**src/rtl/emif_intf_param.sv**
```systemverilog
// -----------------------------------------------------------------------------
// emif_intf_param
//
// Bridges an asynchronous EMIF slave port onto a synchronous dual-port RAM
// interface in the clk_100m domain. Every EMIF input is passed through a
// synchroniser. Falling edges of the write and output enables are detected on
// the synchronised strobes. After a programmable settle delay, the bridge
// issues a single-cycle DPRAM write or read strobe. Read data is returned
// on emif_data_o while the host keeps its output enable asserted.
//
// Ports
//   clk_100m      system clock
//   rst_n         asynchronous active-low reset
//   emif_data_i   EMIF write data (DW)
//   emif_addr_i   EMIF address (AW)
//   emif_byten_i  EMIF byte enables, active-low (DW/8)
//   emif_cen_i    chip enable, active-low
//   emif_wen_i    write enable, active-low
//   emif_oen_i    output enable, active-low
//   emif_data_o   read data returned to EMIF (DW)
//   emif_data_oe  read-data drive enable, active-high
//   dpram_wen     single-cycle DPRAM write strobe
//   dpram_ren     single-cycle DPRAM read strobe
//   dpram_addr    DPRAM access address (AW)
//   dpram_wdata   DPRAM write data (DW)
//   dpram_be      DPRAM byte mask, active-high (DW/8)
//   dpram_rdata   DPRAM read data (DW)
//   dpram_rvalid  DPRAM read data valid
//   err_pulse     one-cycle protocol or read-timeout error
// -----------------------------------------------------------------------------
module emif_intf_param #(
  parameter int DW          = 16,
  parameter int AW          = 24,
  parameter int SYNC_STAGES = 2,
  parameter int SETTLE      = 1,
  parameter int ADDR_ROT    = 1,
  parameter int RD_TIMEOUT  = 15
) (
  input  logic            clk_100m,
  input  logic            rst_n,
  input  logic [DW-1:0]   emif_data_i,
  input  logic [AW-1:0]   emif_addr_i,
  input  logic [DW/8-1:0] emif_byten_i,
  input  logic            emif_cen_i,
  input  logic            emif_wen_i,
  input  logic            emif_oen_i,
  output logic [DW-1:0]   emif_data_o,
  output logic            emif_data_oe,
  output logic            dpram_wen,
  output logic            dpram_ren,
  output logic [AW-1:0]   dpram_addr,
  output logic [DW-1:0]   dpram_wdata,
  output logic [DW/8-1:0] dpram_be,
  input  logic [DW-1:0]   dpram_rdata,
  input  logic            dpram_rvalid,
  output logic            err_pulse
);

  localparam int BW = DW / 8;
  localparam logic [2:0] SETTLE_LAST = (SETTLE > 0) ? 3'(SETTLE - 1) : 3'd0;
  localparam logic [7:0] TO_LIMIT    = 8'(RD_TIMEOUT);

  typedef enum logic [2:0] {
    IDLE,
    WR_SETTLE,
    WR_ISSUE,
    RD_SETTLE,
    RD_ISSUE,
    RD_WAIT,
    RD_DRIVE,
    WAIT_CEN
  } state_t;

  state_t r_state;
  state_t w_next_state;

  // Synchroniser chains; the control bundle is ordered {cen, wen, oen}
  logic [SYNC_STAGES-1:0][DW-1:0] r_data_sync;
  logic [SYNC_STAGES-1:0][AW-1:0] r_addr_sync;
  logic [SYNC_STAGES-1:0][BW-1:0] r_byten_sync;
  logic [SYNC_STAGES-1:0][2:0]    r_ctl_sync;

  logic [DW-1:0] w_data_s;
  logic [AW-1:0] w_addr_s;
  logic [AW-1:0] w_addr_map;
  logic [BW-1:0] w_byten_s;
  logic          w_cen_s;
  logic          w_wen_s;
  logic          w_oen_s;

  logic r_wen_d;
  logic r_oen_d;
  logic w_wen_fall;
  logic w_oen_fall;
  logic w_wr_cond;
  logic w_rd_cond;
  logic w_byten_bad;
  logic r_wr_start;
  logic r_rd_start;
  logic r_err_start;

  logic [2:0] r_settle_cnt;
  logic [7:0] r_to_cnt;
  logic       w_timeout;

  logic          r_dpram_wen;
  logic          r_dpram_ren;
  logic [AW-1:0] r_dpram_addr;
  logic [DW-1:0] r_dpram_wdata;
  logic [BW-1:0] r_dpram_be;
  logic [DW-1:0] r_emif_data_o;
  logic          r_emif_data_oe;
  logic          r_err_pulse;

  logic          w_dpram_wen;
  logic          w_dpram_ren;
  logic [AW-1:0] w_dpram_addr;
  logic [DW-1:0] w_dpram_wdata;
  logic [BW-1:0] w_dpram_be;
  logic [DW-1:0] w_emif_data_o;
  logic          w_emif_data_oe;
  logic          w_err_pulse;

  // Input synchronisers; reset to the idle bus state so no edge is seen
  // when reset is released
  always_ff @(posedge clk_100m or negedge rst_n) begin
    if (!rst_n) begin
      r_data_sync  <= '0;
      r_addr_sync  <= '0;
      r_byten_sync <= '1;
      r_ctl_sync   <= '1;
    end else begin
      r_data_sync[0]  <= emif_data_i;
      r_addr_sync[0]  <= emif_addr_i;
      r_byten_sync[0] <= emif_byten_i;
      r_ctl_sync[0]   <= {emif_cen_i, emif_wen_i, emif_oen_i};
      for (int i = 1; i < SYNC_STAGES; i++) begin
        r_data_sync[i]  <= r_data_sync[i-1];
        r_addr_sync[i]  <= r_addr_sync[i-1];
        r_byten_sync[i] <= r_byten_sync[i-1];
        r_ctl_sync[i]   <= r_ctl_sync[i-1];
      end
    end
  end

  assign w_data_s  = r_data_sync[SYNC_STAGES-1];
  assign w_addr_s  = r_addr_sync[SYNC_STAGES-1];
  assign w_byten_s = r_byten_sync[SYNC_STAGES-1];
  assign w_cen_s   = r_ctl_sync[SYNC_STAGES-1][2];
  assign w_wen_s   = r_ctl_sync[SYNC_STAGES-1][1];
  assign w_oen_s   = r_ctl_sync[SYNC_STAGES-1][0];

  assign w_addr_map = (ADDR_ROT != 0) ? {w_addr_s[AW-2:0], w_addr_s[AW-1]} : w_addr_s;

  assign w_wen_fall  = r_wen_d & ~w_wen_s;
  assign w_oen_fall  = r_oen_d & ~w_oen_s;
  assign w_wr_cond   = w_wen_fall & ~w_cen_s & w_oen_s;
  assign w_rd_cond   = w_oen_fall & ~w_cen_s & w_wen_s;
  assign w_byten_bad = &w_byten_s;
  assign w_timeout   = (r_to_cnt == TO_LIMIT);

  // Start detection is registered, giving one extra stage that sets the
  // fixed strobe latency relative to the EMIF edge
  always_ff @(posedge clk_100m or negedge rst_n) begin
    if (!rst_n) begin
      r_wen_d     <= 1'b1;
      r_oen_d     <= 1'b1;
      r_wr_start  <= 1'b0;
      r_rd_start  <= 1'b0;
      r_err_start <= 1'b0;
    end else begin
      r_wen_d     <= w_wen_s;
      r_oen_d     <= w_oen_s;
      r_wr_start  <= w_wr_cond & ~w_byten_bad;
      r_rd_start  <= w_rd_cond & ~w_byten_bad;
      r_err_start <= (w_wen_fall & w_oen_fall & ~w_cen_s) |
                     ((w_wr_cond | w_rd_cond) & w_byten_bad);
    end
  end

  // State register
  always_ff @(posedge clk_100m or negedge rst_n) begin
    if (!rst_n) begin
      r_state <= IDLE;
    end else begin
      r_state <= w_next_state;
    end
  end

  // Next-state logic; cen released in a settle or wait state abandons the access
  always_comb begin
    w_next_state = r_state;
    case (r_state)
      IDLE: begin
        if (r_err_start) begin
          w_next_state = WAIT_CEN;
        end else if (r_wr_start) begin
          w_next_state = (SETTLE == 0) ? WR_ISSUE : WR_SETTLE;
        end else if (r_rd_start) begin
          w_next_state = (SETTLE == 0) ? RD_ISSUE : RD_SETTLE;
        end
      end
      WR_SETTLE: begin
        if (w_cen_s) begin
          w_next_state = IDLE;
        end else if (r_settle_cnt == SETTLE_LAST) begin
          w_next_state = WR_ISSUE;
        end
      end
      WR_ISSUE: w_next_state = WAIT_CEN;
      RD_SETTLE: begin
        if (w_cen_s) begin
          w_next_state = IDLE;
        end else if (r_settle_cnt == SETTLE_LAST) begin
          w_next_state = RD_ISSUE;
        end
      end
      RD_ISSUE: w_next_state = RD_WAIT;
      RD_WAIT: begin
        if (w_cen_s) begin
          w_next_state = IDLE;
        end else if (dpram_rvalid || w_timeout) begin
          w_next_state = RD_DRIVE;
        end
      end
      RD_DRIVE: begin
        if (w_oen_s || w_cen_s) begin
          w_next_state = IDLE;
        end
      end
      WAIT_CEN: begin
        if (r_err_start) begin
          w_next_state = WAIT_CEN;
        end else if (r_wr_start) begin
          w_next_state = (SETTLE == 0) ? WR_ISSUE : WR_SETTLE;
        end else if (w_cen_s || (w_wen_s && w_oen_s)) begin
          w_next_state = IDLE;
        end
      end
      default: w_next_state = IDLE;
    endcase
  end

  // Output logic; address, data and mask hold unless an access updates them
  always_comb begin
    w_dpram_wen    = 1'b0;
    w_dpram_ren    = 1'b0;
    w_dpram_addr   = r_dpram_addr;
    w_dpram_wdata  = r_dpram_wdata;
    w_dpram_be     = r_dpram_be;
    w_emif_data_o  = r_emif_data_o;
    w_emif_data_oe = 1'b0;
    w_err_pulse    = 1'b0;
    case (r_state)
      IDLE, WAIT_CEN: begin
        w_err_pulse = r_err_start;
      end
      WR_ISSUE: begin
        w_dpram_wen   = 1'b1;
        w_dpram_addr  = w_addr_map;
        w_dpram_wdata = w_data_s;
        w_dpram_be    = ~w_byten_s;
      end
      RD_ISSUE: begin
        w_dpram_ren  = 1'b1;
        w_dpram_addr = w_addr_map;
        w_dpram_be   = ~w_byten_s;
      end
      RD_WAIT: begin
        if (!w_cen_s) begin
          if (dpram_rvalid) begin
            w_emif_data_o = dpram_rdata;
          end else if (w_timeout) begin
            w_emif_data_o = '0;
            w_err_pulse   = 1'b1;
          end
        end
      end
      RD_DRIVE: begin
        w_emif_data_oe = ~w_oen_s & ~w_cen_s;
      end
      default: begin
      end
    endcase
  end

  // Output registers
  always_ff @(posedge clk_100m or negedge rst_n) begin
    if (!rst_n) begin
      r_dpram_wen    <= 1'b0;
      r_dpram_ren    <= 1'b0;
      r_dpram_addr   <= '0;
      r_dpram_wdata  <= '0;
      r_dpram_be     <= '0;
      r_emif_data_o  <= '0;
      r_emif_data_oe <= 1'b0;
      r_err_pulse    <= 1'b0;
    end else begin
      r_dpram_wen    <= w_dpram_wen;
      r_dpram_ren    <= w_dpram_ren;
      r_dpram_addr   <= w_dpram_addr;
      r_dpram_wdata  <= w_dpram_wdata;
      r_dpram_be     <= w_dpram_be;
      r_emif_data_o  <= w_emif_data_o;
      r_emif_data_oe <= w_emif_data_oe;
      r_err_pulse    <= w_err_pulse;
    end
  end

  // Settle and timeout counters run only while the FSM remains in the
  // owning state and clear whenever it leaves
  always_ff @(posedge clk_100m or negedge rst_n) begin
    if (!rst_n) begin
      r_settle_cnt <= '0;
      r_to_cnt     <= '0;
    end else begin
      if ((r_state == WR_SETTLE || r_state == RD_SETTLE) && w_next_state == r_state) begin
        r_settle_cnt <= r_settle_cnt + 3'd1;
      end else begin
        r_settle_cnt <= '0;
      end
      if (r_state == RD_WAIT && w_next_state == RD_WAIT) begin
        r_to_cnt <= r_to_cnt + 8'd1;
      end else begin
        r_to_cnt <= '0;
      end
    end
  end

  assign dpram_wen    = r_dpram_wen;
  assign dpram_ren    = r_dpram_ren;
  assign dpram_addr   = r_dpram_addr;
  assign dpram_wdata  = r_dpram_wdata;
  assign dpram_be     = r_dpram_be;
  assign emif_data_o  = r_emif_data_o;
  assign emif_data_oe = r_emif_data_oe;
  assign err_pulse    = r_err_pulse;

endmodule

```
**config.mk**
```make
export PLATFORM = sky130hd
export DESIGN_NAME = emif_intf_param
export DESIGN_NICKNAME = d
export VERILOG_FILES = /design/src/rtl/emif_intf_param.sv
export SDC_FILE = /design/constraint.sdc
export NUM_CORES = 1
export LEC_CHECK = 0
export ABC_AREA = 1
export BUFFER_PORTS_ARGS = -buffer_cell sky130_fd_sc_hd__buf_2
export CORE_ASPECT_RATIO = 1.2
export CORE_MARGIN = 4
export CORE_UTILIZATION = 48
export DETAILED_ROUTE_END_ITERATION = 7
export PLACE_DENSITY = 0.79
export SLEW_MARGIN = 10
export SYNTH_ARGS = -nofsm -noshare
export SYNTH_HDL_FRONTEND = slang
export SYNTH_SLANG_ARGS = --single-unit
```
**constraint.sdc**
```tcl
create_clock -name clk_100m -period 1.5 [get_ports clk_100m]
set_input_delay 0.15 -clock clk_100m [delete_from_list [all_inputs] [get_ports clk_100m]]
set_output_delay 0.15 -clock clk_100m [all_outputs]
set_load 0.05 [all_outputs]
```
Word-level counts from Yosys, hierarchy flattened

Index checks and enable logic that the tools add are counted.
Widths: inputs -> output; s select.

Bitwise operators: 19
Add/sub/neg operators: 2
Muxes and demuxes: 25
Equality and inequality tests: 10
Reductions and logical operators: 14

Operators with widths:

| operator            | number |
|---|---|
| $mux 3              | 14 |
| $mux 16             | 2 |
| $pmux 3 s8          | 1 |
| $eq 3x3->1 const B  | 5 |
| $and 1x1->1         | 12 |
| $add 8x1->8 const B | 1 |
| $eq 8x4->1 const B  | 1 |
| $mux 8              | 1 |
| $eq 3x2->1 const B  | 2 |
| $logic_not 3->1     | 2 |
| $mux 1              | 6 |
| $logic_or 1x1->1    | 4 |
| $not 1->1           | 4 |
| $reduce_or 2->1     | 2 |
| $add 3x1->3 const B | 1 |
| $eq 3x1->1 const B  | 1 |
| $eq 3x3->1          | 1 |
| $logic_and 1x1->1   | 3 |
| $reduce_and 3->1    | 1 |
| $not 2->2           | 1 |
| $or 1x1->1          | 2 |
| $pmux 1 s2          | 1 |
| $reduce_and 2->1    | 1 |
| $reduce_bool 2->1   | 1 |

Output and inout bits: 62
Input port bits: 64
Bits in registers: 171
Logic and storage cells: 94

Logic depth before layout (Yosys ltp)

Gate-level depths: netlist (run 1).

Depth in word-level cells: 9
Gate-level depth with buffers: 9
Depth with buffers taken out: 9

Worst setup path before layout (run 1)

OpenSTA, ideal clock, no wires.

Path type: register -> register
Start: reg r_state[2]
End: reg r_dpram_addr[18], in the netlist dpram_addr[18]
Setup time: 0.125 ns
Buffers on the path: 2
Path slack: 0.022 ns
Clock period less this slack: 1.478 ns
Data arrival time: 1.353 ns
Data required time: 1.375 ns
Cell stages (with the launch flop): 7
Cells stage by stage: dfrtp_1 > nor2_1 > nand2_2 > nand2_1 > buf_6 > buf_6 > mux2_4

Longest elaborated chain between the ends: 2
Elaborated cells between the ends (all ways): 3
Classes of those cells: eq/ne (2); reduce/logical (1)

Ends and longest elaborated chain:

| what                                            | line | source |
|---|---|---|
| start: declaration                              | 74   | `state_t r_state;` |
| start signal: assignment                        | 186  | `r_state <= w_next_state;` |
| $eq 3x3->1 / $eq 3x2->1 (equally long branches) | 254  | `case (r_state)` |
| $reduce_or 2->1 (no source line) (*)            | -    |  |
| end signal: assignment                          | 301  | `r_dpram_addr <= w_dpram_addr;` |
| end: declaration                                | 108  | `logic [AW-1:0] r_dpram_addr;` |

Mark *: on every way between the ends. The rest lies on a longest branch, timed or not.
A chain may end at the register's enable or synchronous reset.

Worst setup path after layout (run 1)

Start: reg r_state[1]
End: reg r_dpram_addr[8], in the netlist dpram_addr[8]

The elaborated chain is that of the path after synthesis.

==> metrics.md, run 1 <==
| Metric | Value |
|---|---|
| Cell Int Power | `9.98 mW` |
| Initial Util | `50.0%` |
| Vias in the first global route | `4059` |
| Design area | `7900 sq um` |
| Fmax | `0.681 GHz` |
| Switch share | `40.6%` |
| DRC errors left | `0` |
| Crit path arrival time | `1770 ps` |
| R2r setup slk | `30 ps` |
| Die X | `107 um` |
| First-pass GRT wire length | `19500 um` |
| Slew headroom | `69.1%` |
| CTS tree | `built` |
| Layout overhead on the synthesized area | `41.2%` |
| Max Cap Violations | `0` |
| DP Wirelength | `7100 um` |
| Worst Clk Skew | `8.18 ps` |
| CTS root buffer | `clkbuf_16` |
| Via count | `3845` |
| Critical path class | `register to register` |
| Core Rows | `42` |
| Worst path required time | `1800 ps` |
| Fraction of layout cells with a size suffix above 1 | `35.3%` |
| Pins Over Slew Limit | `0` |
| Hold crit path type | `primary input to asynchronous set/reset pin` |
| Syn_area_per_cell | `13.2 sq um` |
| Port Buffers | `125` |
| DP Area | `6500 sq um` |
| P_leak | `3.93 nW` |
| Power Density | `2130 nW/um^2` |
| Ports | `126` |
| Worst Slack Setup Final | `31.9 ps` |
| Layout Utilization | `70.6%` |
| Status | `completed` |
| Sequential area share after synthesis | `76.8%` |
| Syn_nets | `492` |
| Die area | `13500 sq um` |
| Total Routed Length | `12400 um` |
| Comb power frac | `38.1%` |
| RSZ-0062 raised after global routing | `true` |
| Peak supply drop | `1.46 mV` |
| GRT overflow | `0` |
| Pin count of the biggest net entering global routing | `71` |
| Place WS | `-19.0 ps` |
| Clock Path Buffers | `2` |
| Antenna Nets Post-Route | `0` |
| WL/cell | `15.3 um` |
| Initial drt markers | `273` |
| Via density | `4.75` |
| Actual slew at the worst max-slew pin | `464 ps` |
| H-Tree Level Count | `4` |
| Sequential share of power | `36.6%` |
| Crit path time final | `1470 ps` |
| Ant. Diodes | `0` |
| CP max FO | `14` |
| GRT Util Overall | `18.6%` |
| Final TNS setup | `0 ps` |
| Mapped cell area | `5590 sq um` |
| Clk pwr share | `25.3%` |
| Die H | `126 um` |
| Finished Layout Cells | `809` |
| P_sw | `6.82 mW` |
| CTS Buf Count | `17` |
| CTS clk-pin slew, worst paths | `70 ps` |
| Initial antenna violation count | `0` |
| Syn Inst Count | `425` |
| Final Hold Vio Count | `0` |
| CP Capture Type | `register` |
| Synth Register Bits | `171` |
| Crit share post-route | `97.9%` |
| Post-synth EDFFs | `0` |
| Most frequent cells in the layout | `157 x dfrtp_1, 124 x buf_2, 103 x nand2_1` |
| Gpl congestion | `0.913` |
| Synth warnings | `0` |
| Placed cells | `706` |
| Sink Count | `171` |
| Commonest non-fill, non-tap cell in the layout | `dfrtp_1` |
| Synth async-reset ratio | `100%` |
| Cell variety after synth | `26` |
| Pre-antenna DRT Iters | `5` |
| Final setup violation count | `0` |
| Nets | `709` |
| Ys flop type | `dfrtp_1` |
| Core area | `11200 sq um` |
| CP Launch Type | `register` |
| Worst skew pair latency | `410 ps` |
[worst max-delay path, cell delays in order, from the launching register on]
cell	delay, ps
dfrtp_2	450
inv_2	110
nand3_2	120
nand2_4	140
clkbuf_16	200
mux2_2	340
[synth_stat cells, drive strengths merged (2+ instances only)]
library cell  number  share of area (%)
dfstp             12                5.6
inv               23                1.5
dfrtp            159                 71
nand4              2               0.22
mux2              24                5.2
nand3             31                2.9
nor3b              3               0.40
nor2              32                2.1
clkbuf             3               0.20
ha                 3               0.67
nand2            109                7.4
nor3               3               0.36
buf                7               0.85
a21oi              7               0.63
o21ai              2               0.18
[sequential cells by signal, summed over array words and instances (netlist names), 2 cells and up]
register,flops
r_addr_sync,24
emif_data_o,16
dpram_be,2
r_data_sync,16
w_addr_s,24
dpram_addr,24
r_settle_cnt,3
r_state,3
w_data_s,16
dpram_wdata,16
r_ctl_sync,6
r_to_cnt,8
w_byten_s,2
r_byten_sync,2
[cells by family after synthesis]
family	share of synthesized area (%)
and+or+nand+nor	13.5
DFF	76.8
buffers and inverters	2.66
muxes	5.17
AOI/OAI and AO/OA	0.940
adders and majority gates	0.671
xor gates and xnor gates	0.313
[timing repair]
action	CTS	global route
resized for setup	4	17
buffers inserted	1	5
cloned	0	3
pin swaps	1	5
hold buffers	62	0
hold endpoints to repair	220	0
endpoints found under the setup margin	19	55
[cell type report]
type,count,area [sq um]
clock inverters,12,126
well taps,154,193
clock buffers,20,457
repair buffers,208,1520
fillers,747,3290
inverters,24,93.8
multi-input cells,220,1210
flip-flops and latches,171,4300
[final timing paths]
check	to	cells past startpoint	startpoint
max	dpram_addr[8]	5	r_state[1]
min	w_data_s[6]	2	rst_n
max reg2reg	dpram_addr[8]	5	r_state[1]
min reg2reg	w_addr_s[11]	0	r_addr_sync[11]
max in group asynchronous	w_data_s[1]	3	rst_n
min in group clk_100m	r_to_cnt[3]	4	dpram_rvalid
[stage by stage]
stage / power (mW) / hold WS, ps
floorplan: 10.5 / -146
global placement: 11.9 / -21.2
detailed placement: 12.1 / -17.4
CTS: 16.5 / 113
global route: 17.6 / 127
finish: 16.8 / 128
[routing by layer]
layer	vias to the layer above	wire, um	global-route usage (%)
li1	1785	-	-
met1	1876	4750	21.6
met2	161	6610	32.3
met3	23	766	5.42
met4	0	242	7.90
met5	-	0	0
[power by group through the flow]
stage	Combinational, mW	Clock [mW]	Sequential (mW)
detailed placement	5.91	0	6.18
floorplan	1.62	0	8.88
CTS	6.08	4.33	6.13
global placement	5.77	0	6.13
finish	6.41	4.26	6.14
global route	6.77	4.55	6.26
No activity file was read; power rests on OpenSTA's default activity.
==> inputs of run 2 (changes only) <==
--- a/config.mk
+++ b/config.mk
@@ -5,7 +5,7 @@
 export SDC_FILE = /design/constraint.sdc
 export NUM_CORES = 1
 export LEC_CHECK = 0
-export ABC_AREA = 1
+export ABC_AREA = 0
 export BUFFER_PORTS_ARGS = -buffer_cell sky130_fd_sc_hd__buf_2
 export CORE_ASPECT_RATIO = 1.2
 export CORE_MARGIN = 4
==> metrics.md, run 2 <==
| Metric | Value |
|---|---|
| Status | `completed` |
| WHS | `160 ps (+32.2 ps)` |
| Nets | `662 (-6.6%)` |
| Via density | `4.75 (-0.16%)` |
| Pre-antenna DRT Iters | `4 (-1)` |
| Most frequent cell after synthesis | `dfrtp_1` |
| Crit path time final | `1490 ps (+26.6 ps)` |
| Worst Slack Setup Final | `5.29 ps (-26.6 ps)` |
| Finished Layout Cells | `761 (-5.9%)` |
| Synth top area share | `72.1% (+1.0 points)` |
| Die X | `106 um (-0.65%)` |
| Power Density | `2130 nW/um^2 (+0.26%)` |
| Pin count of the biggest net entering global routing | `66 (-7.0%)` |
| Final setup violation count | `0 (unchanged)` |
| Fraction of layout cells with a size suffix above 1 | `36.4% (+1.1 points)` |
| Core area | `11100 sq um (-0.47%)` |
| Synth async-reset ratio | `100% (unchanged)` |
| Critical path class | `register to register` |
| Clock Path Buffers | `2 (unchanged)` |
| Synth warnings | `0 (unchanged)` |
| Cell accounting for the most synthesized area | `dfrtp_1` |
| Ant. Diodes | `0 (unchanged)` |
| Via count | `3611 (-6.1%)` |
| Syn_area_per_cell | `14.6 sq um (+11%)` |
| Sink Count | `171 (unchanged)` |
| Worst skew pair latency | `420 ps (about the same)` |
| Most frequent cells in the layout | `159 x dfrtp_1, 124 x buf_2, 78 x nand2_1` |
| Worst Clk Skew | `7.98 ps (-0.209 ps)` |
| Initial Util | `49.5% (-0.46 points)` |
| Ys flop type | `dfrtp_1` |
| CP Launch Type | `register` |
| Crit path arrival time | `1820 ps (+50 ps)` |
| GRT Util Overall | `19.1% (+0.44 points)` |
| CTS tree | `built` |
| H-Tree Level Count | `4 (unchanged)` |
| Synth area leaders | `dfrtp_1 72%, dfstp_2 5.7%, nand2_1 5.3%` |
| GRT overflow | `0 (unchanged)` |
| CTS clk-pin slew, worst paths | `60 ps (about the same)` |
| Sequential area share after synthesis | `77.9% (+1.1 points)` |
| Ports | `126 (unchanged)` |
| Actual slew at the worst max-slew pin | `663 ps (+199 ps)` |
| Vias in the first global route | `3968 (-2.2%)` |
| Syn_nets | `446 (-9.3%)` |
| Layout overhead on the synthesized area | `41.6%` |
| Placed cells | `665 (-5.8%)` |
| Cell variety after synth | `40 (+54%)` |
| CTS Buf Count | `17 (unchanged)` |
| Syn Inst Count | `379 (-11%)` |
| Initial antenna violation count | `0 (unchanged)` |
| Total Routed Length | `12000 um (-2.7%)` |
| Initial drt markers | `169 (-38%)` |
| R2r setup slk | `5 ps (-30 ps)` |
| CTS root buffer | `clkbuf_16` |
| Fmax | `0.669 GHz (-1.8%)` |
| P_leak | `3.78 nW (-4.0%)` |
| Place WS | `-65.1 ps (-46.2 ps)` |
| Die H | `125 um (-0.65%)` |
| Slew headroom | `55.4% (-14 points)` |
| Post-synth top cells | `159 x dfrtp_1, 78 x nand2_1, 16 x a22o_1` |
| Peak supply drop | `1.16 mV (-21%)` |
| Worst path required time | `1830 ps (+30 ps)` |
| DP Wirelength | `7560 um (+6.4%)` |
| First-pass GRT wire length | `19700 um (+0.64%)` |
| Mapped cell area | `5520 sq um (-1.4%)` |
| Die area | `13300 sq um (-1.3%)` |
| CP Capture Type | `register` |
| Max Cap Violations | `0 (unchanged)` |
| RSZ-0062 raised after global routing | `true` |
| Antenna Nets Post-Route | `0 (unchanged)` |
| Synth Register Bits | `171 (unchanged)` |
| DRC errors left | `0 (unchanged)` |
| Post-synth EDFFs | `0 (unchanged)` |
| Fill cells | `776 (+3.9%)` |
| Port Buffers | `125 (unchanged)` |
| WL/cell | `15.8 um (+3.4%)` |
| Hold crit path type | `primary input to register` |
| Pins Over Slew Limit | `0 (unchanged)` |
| Gpl congestion | `0.790 (-13%)` |
| Final Hold Vio Count | `0 (unchanged)` |
| Core Rows | `42 (unchanged)` |
| Crit share post-route | `99.6% (+1.8 points)` |
| CP max FO | `2 (-12)` |
| Commonest non-fill, non-tap cell in the layout | `dfrtp_1` |
[run 2: cell types whose count changed after synthesis, moves of 3 or more]
cell / before / now
nand2_1: 108 / 78
nand3_1: 30 / 2
nor2_1: 32 / 14
inv_1: 22 / 5
a22o_1: 0 / 16
nand2b_1: 0 / 6
or3_1: 0 / 6
mux2_2: 19 / 14
mux2_4: 5 / 0
o21ai_0: 2 / 7
and3_1: 0 / 3
nor3b_1: 3 / 0
[run 2: where the power goes]
group | internal [mW] | switching (mW) | total [mW]
logic | 1.85 | 4.47 | 6.32
clock network | 2.44 | 1.75 | 4.19
registers | 5.61 | 0.539 | 6.14
[run 2: path summary, 6_finish.rpt]
| kind | endpoint | startpoint | depth (start not counted) |
|---|---|---|---|
| setup / recovery | r_state[1] | r_settle_cnt[0] | 6 |
| hold / removal | r_state[1] | dpram_rvalid | 3 |
| setup reg to reg | r_state[1] | r_settle_cnt[0] | 6 |
| hold reg to reg | w_addr_s[20] | r_addr_sync[20] | 0 |
| max in group asynchronous | r_wen_d | rst_n | 3 |
| min in group asynchronous | w_addr_s[6] | rst_n | 2 |
[run 2: cell type report]
| type | count | area [sq um] | share of cell area [%] |
|---|---|---|---|
| sequential | 171 | 4290 | 55.0 |
| tap | 154 | 193 | 2.47 |
| clock buffer | 21 | 470 | 6.02 |
| clock inverter | 10 | 108 | 1.38 |
| timing repair buffer | 210 | 1530 | 19.6 |
| inverter | 5 | 18.8 | 0.240 |
| multi-input combinational | 190 | 1190 | 15.3 |
[run 2: layer usage]
layer | vias to the layer above | share of wire, % | GRT usage (%)
li1 | 1687 | - | -
met2 | 113 | 54 | 33.5
met3 | 33 | 4.4 | 4.38
met5 | - | 0 | 0
met4 | 0 | 3.3 | 10.2
met1 | 1778 | 38 | 21.5
[run 2: kinds of logic (layout without fill, tap and decap cells)]
logic type	Yosys count	after routing	share of synthesized area, %
AOI/OAI and AO/OA	42	42	5.49
xor gates and xnor gates	6	6	0.953
adders and majority gates	3	3	0.681
buffers and inverters	18	246	1.72
DFF	171	171	77.9
muxes	16	16	3.27
and+or+nand+nor	123	123	10.0
[run 2: critical path: stages (launching register included)]
cell,delay (ps)
dfrtp_1,390
inv_2,60
ha_2,160
nand2b_1,70
or3_1,310
a31o_1,230
a32oi_1,190
[run 2: what timing repair did]
| item | in CTS | in global routing |
|---|---|---|
| hold endpoints to repair | 220 | 0 |
| setup endpoints to repair | 17 | 27 |
| hold buffers | 62 | 0 |
| cloned | 0 | 1 |
| resized for setup | 1 | 13 |
| setup buffers | 0 | 2 |
| pin swaps | 2 | 6 |
[run 2: through the flow]
stage	utilization (%)	cell area, sq um	power (mW)	setup TNS [ps]
detailed placement	58.5	6520	12.3	-704
floorplan	-	5530	10.4	0
global placement	58.5	6520	12.0	0
global route	70.1	7810	17.5	-558
CTS	69.3	7720	16.6	-22.3
finish	70.1	7810	16.7	0
